==> src/rtl/seq_chunk_adder_pkg.sv <==
// Shared FSM state encodings and index-width helper for the chunked sequential adder.
package seq_chunk_adder_pkg;

  typedef enum logic [1:0] {
    IDLE = 2'd0,
    RUN  = 2'd1,
    DONE = 2'd2
  } state_e;

  function automatic int idx_width(input int num_chunks);
    return (num_chunks <= 1) ? 1 : $clog2(num_chunks);
  endfunction

endpackage

==> src/rtl/seq_chunk_adder_rca_chunk.sv <==
// CHUNK-bit combinational ripple-carry slice; zero latency, no flow control.
module rca_chunk #(
  parameter int CHUNK = 8
) (
  input  logic [CHUNK-1:0] a,
  input  logic [CHUNK-1:0] b,
  input  logic             cin,
  output logic [CHUNK-1:0] sum,
  output logic             cout
);

  always_comb begin
    logic carry;
    sum   = '0;
    carry = cin;
    for (int i = 0; i < CHUNK; i++) begin
      sum[i] = a[i] ^ b[i] ^ carry;
      carry  = (a[i] & b[i]) | (carry & (a[i] ^ b[i]));
    end
    cout = carry;
  end

endmodule

==> src/rtl/seq_chunk_adder.sv <==
// Multi-cycle adder, CHUNK bits per clock; out_valid NUM_CHUNKS edges after accept, result held until out_ready.
// Optional subtract mode (a + ~b + 1) enabled by defining SEQ_CHUNK_ADDER_SUB_EN.
module seq_chunk_adder
  import seq_chunk_adder_pkg::*;
#(
  parameter int WIDTH = 64,
  parameter int CHUNK = 8
) (
  input  logic             clk,
  input  logic             rst,
  input  logic             in_valid,
  output logic             in_ready,
  input  logic [WIDTH-1:0] a,
  input  logic [WIDTH-1:0] b,
  input  logic             cin,
`ifdef SEQ_CHUNK_ADDER_SUB_EN
  input  logic             sub,
`endif
  output logic             out_valid,
  input  logic             out_ready,
  output logic [WIDTH-1:0] sum,
  output logic             cout
);

  localparam int NUM_CHUNKS = WIDTH / CHUNK;
  localparam int IDX_W      = idx_width(NUM_CHUNKS);
  localparam logic [IDX_W-1:0] LAST_IDX = IDX_W'(NUM_CHUNKS - 1);

  state_e           state_q;
  logic [IDX_W-1:0] idx_q;
  logic             carry_q;
  logic [WIDTH-1:0] a_q, b_q, sum_q;
  logic             cout_q, out_valid_q, in_ready_q;

  logic [WIDTH-1:0] b_d;
  logic             carry_d;
  logic [CHUNK-1:0] slice_a, slice_b, slice_sum;
  logic             slice_cout;

  // Subtraction folds into the add: invert b at latch time and force carry-in to 1.
  always_comb begin
    b_d     = b;
    carry_d = cin;
`ifdef SEQ_CHUNK_ADDER_SUB_EN
    if (sub) begin
      b_d     = ~b;
      carry_d = 1'b1;
    end
`endif
  end

  assign slice_a = a_q[idx_q*CHUNK +: CHUNK];
  assign slice_b = b_q[idx_q*CHUNK +: CHUNK];

  rca_chunk #(.CHUNK(CHUNK)) u_rca (
    .a    (slice_a),
    .b    (slice_b),
    .cin  (carry_q),
    .sum  (slice_sum),
    .cout (slice_cout)
  );

  always_ff @(posedge clk or posedge rst) begin
    if (rst) begin
      state_q     <= IDLE;
      idx_q       <= '0;
      carry_q     <= 1'b0;
      a_q         <= '0;
      b_q         <= '0;
      sum_q       <= '0;
      cout_q      <= 1'b0;
      out_valid_q <= 1'b0;
      in_ready_q  <= 1'b1;
    end else begin
      case (state_q)
        IDLE: begin
          if (in_valid && in_ready_q) begin
            a_q        <= a;
            b_q        <= b_d;
            carry_q    <= carry_d;
            idx_q      <= '0;
            in_ready_q <= 1'b0;
            state_q    <= RUN;
          end
        end
        RUN: begin
          sum_q[idx_q*CHUNK +: CHUNK] <= slice_sum;
          carry_q <= slice_cout;
          idx_q   <= idx_q + 1'b1;
          if (idx_q == LAST_IDX) begin
            cout_q      <= slice_cout;
            idx_q       <= '0;
            out_valid_q <= 1'b1;
            state_q     <= DONE;
          end
        end
        DONE: begin
          if (out_ready) begin
            out_valid_q <= 1'b0;
            in_ready_q  <= 1'b1;
            state_q     <= IDLE;
          end
        end
        default: begin
          out_valid_q <= 1'b0;
          in_ready_q  <= 1'b1;
          state_q     <= IDLE;
        end
      endcase
    end
  end

  assign in_ready  = in_ready_q;
  assign out_valid = out_valid_q;
  assign sum       = sum_q;
  assign cout      = cout_q;

endmodule

==> config.mk <==
export PLATFORM = sky130hd
export DESIGN_NAME = seq_chunk_adder
export DESIGN_NICKNAME = d
export VERILOG_FILES = /design/src/rtl/seq_chunk_adder_pkg.sv /design/src/rtl/seq_chunk_adder_rca_chunk.sv /design/src/rtl/seq_chunk_adder.sv
export SDC_FILE = /design/constraint.sdc
export NUM_CORES = 1
export LEC_CHECK = 0
export ABC_AREA = 1
export CAP_MARGIN = 0
export CORE_MARGIN = 1
export CORE_UTILIZATION = 49
export DETAILED_ROUTE_END_ITERATION = 8
export HOLD_SLACK_MARGIN = 0.12
export PLACE_DENSITY = 0.84
export SLEW_MARGIN = 10
export SYNTH_ARGS = -nofsm -noshare
export SYNTH_HDL_FRONTEND = slang
export SYNTH_SLANG_ARGS = --single-unit
==> constraint.sdc <==
create_clock -name clk -period 20.6 [get_ports clk]
set_input_delay 4.12 -clock clk [delete_from_list [all_inputs] [get_ports clk]]
set_output_delay 4.12 -clock clk [all_outputs]
set_load 0.01 [all_outputs]
==> flow_summary.ini <==
[status]
status = complete, no violations

[cells_and_area]
n_fill_cell = 1564
multi_input_area_sq_um = 3640
final_area_sq_um = 12300
ff_latch_area_sq_um = 5030
nNetsFinal = 1485
drive_gt1_share_pct = 7.54
area_delta_synth_final_pct = 29.2

[flow_run]
maxCapViolations = 0

[yosys]
synth_top_family_by_area = simple AND/OR/NAND/NOR gates
netlist_area_sq_um = 9560
synth_xor_area_share_pct = 0
synth_top_area_cell = dfrtp_1
synthCells = 1172
synth-compound-area-share_pct = 10.9
synthSimpleGateAreaFrac_pct = 24.6
synth_cell_type_count = 26
ys.flop_type = dfrtp_1
netlist.area_leader.share_pct = 52.4
synth.most_common_cell = nand2_1
syn_area_per_cell_sq_um = 8.15
synth_area_leaders = dfrtp_1, nand2_1, o21ai_0, nand3_1, inv_1
yosys_warnings = 0
seq_area_frac_synth_pct = 52.6
synth_adder_area_share_pct = 2.59
synth_commonest_cells = nand2_1, dfrtp_1, o21ai_0
synthMuxAreaShare_pct = 0
async_reset_ff_share_pct = 100
synth_fp_nets = 1320
synth_edf_count = 0
ys_seq_elements = 201

[clock_tree]
htreeDepth = 1
clock_sinks = 201
clkTransAtPathRegs_ns = 0.06
cts_resized = 0
cts_tree = yes
clockRootBuffer = clkbuf_16
numCtsBuffers = 22
cts_buffer_depth = 3
postCtsSetupBuffers = 0
clock_latency_ns = 0.50
hold_buffers = 0

[sta]
setup_viol = 0
rsz0062_at_grt = no
fin_setup_tns_ns = 0
hold_violations = 0
fin_skew_ns = 0.0170
fin_crit_ns = 6.48
tightest_slew_ns = 1.01
fin_crit_sh_pct = 31.5
maxSlewViolCount = 0
timing.hold.ws_ns = 0.475
timing.fmax_mhz = 154
max_slew_margin_pct = 32.6

[route]
antenna_left = 0
viasPerCell = 5.15
num_vias = 8311
wire_per_inst_um = 15.4
routed_wl_um = 24800
drc = 0
drt-initial-drc-count = 695
firstDrtPassIters = 6

[die]
fp.dieW_um = 142
core_sq_um = 18900
rows = 50
initial_core_util_pct = 50.6
io_pins = 200
die_y_um = 142
die_area_sq_um = 20100

[critical_path]
critPathMaxFanout = 127
max_stage_delay_ns = 0.86
worst-path-buf-inv = 4
crit_type = in2reg
path_cells = clkdlybuf4s50_1, nand2_1, inv_1, nand2_1, inv_6, buf_4, o21ai_0
cp_data_arrival_time_ns = 6.81
critPathLaunchType = primary input
end_kind = flip-flop
path_common_cell = nand2_1
critical_path.slowest_cell = buf_4
crit_family = buffers and inverters
critPathRequiredTime_ns = 20.93

[power_and_ir_drop]
max-vdd-ir-drop_v = 0.000161
p_per_area_nw_per_um2 = 175
leakage_nw = 5.79

[place]
dp_hpwl_um = 16400
portBuffers = 199
dpl_cell_area_sq_um = 11600
globalplace.congestion = 0.802

[grt]
grt_max_degree = 141
antenna_found_initial = 1
grt_pass1_vias = 8016
grt_pass1_wl_um = 40200
grt_use_total_pct = 25.4
grt_overflow_total = 0

[hold_path]
hold_class = reg2reg
==> final timing paths <==
check	start	end	slack [ns]	cells past startpoint
setup / recovery	in_valid	a_q[18]$_DFFE_PP0P_	14.12	7
hold / removal	sum[7]$_DFFE_PP0P_	sum[7]$_DFFE_PP0P_	0.47	2
setup reg to reg	idx_q[0]$_DFFE_PP0P_	sum[47]$_DFFE_PP0P_	15.01	18
hold reg to reg	sum[7]$_DFFE_PP0P_	sum[7]$_DFFE_PP0P_	0.47	2
max in group asynchronous	rst	idx_q[0]$_DFFE_PP0P_	14.93	3
min in group asynchronous	rst	b_q[3]$_DFFE_PP0P_	4.21	2
==> stage by stage <==
step / setup WS, ns / power (mW) / instances / utilization, %
2_1_floorplan: 11.00 / 1.34 / 1172 / -
4_1_cts: 14.09 / 2.17 / 1613 / 65.3
3_3_place_gp: 13.74 / 1.72 / 1573 / 61.4
3_5_place_dp: 13.59 / 1.76 / 1573 / 61.4
6_report: 14.12 / 2.16 / 1614 / 65.4
5_1_grt: 13.85 / 2.32 / 1614 / 65.4
==> layout make-up <==
type                            count  share of cell area [%]
Clock inverter                      4                   0.385
Inverter                          144                    4.48
Multi-Input combinational cell    762                    29.5
Tap cell                          260                    2.63
Sequential cell                   201                    40.8
Clock buffer                       36                    5.71
Timing Repair Buffer              206                    16.6
Antenna cell                        1                  0.0203
==> tightest hold or removal path, delay by kind of cell (launching register included) <==
kind             cells  cell delay, ns
DFF                  1            0.34
and+or+nand+nor      2            0.11
==> placed cells by master, fill, tap and decap left out, drive strengths merged <==
master,count
fa,8
bufinv,1
nor2,20
clkdlybuf4s50,199
dfstp,1
inv,143
nand2,413
o21a,1
buf,7
nand3,128
clkbuf,36
clkinvlp,1
clkinv,3
diode,1
ha,7
dfrtp,200
or2,4
o21ai,180
o22ai,1
==> power by group <==
part	switching, mW	internal (mW)
clock network	0.156	0.245
logic	0.773	0.357
registers	0.0631	0.567
==> routing by layer <==
| layer | part of all wire (%) | vias up | track usage, % |
|---|---|---|---|
| li1 | - | 3989 | - |
| met5 | 0 | - | 0 |
| met3 | 6.5 | 40 | 3.64 |
| met4 | 2.3 | 0 | 7.81 |
| met2 | 48 | 334 | 42.6 |
| met1 | 43 | 3948 | 34.3 |
==> sequential cells by signal, summed over array words and instances (netlist names) <==
| register | count |
|---|---|
| state_q | 2 |
| in_ready | 1 |
| cout | 1 |
| out_valid | 1 |
| b_q | 64 |
| carry_q | 1 |
| a_q | 64 |
| sum | 64 |
| idx_q | 3 |
==> kinds of logic after synthesis <==
logic type                 Yosys count
and+or+nand+nor                    565
buffers and inverters              209
DFF                                201
AOI/OAI and AO/OA                  182
adders and majority gates           15
No activity file was read; power rests on OpenSTA's default activity.
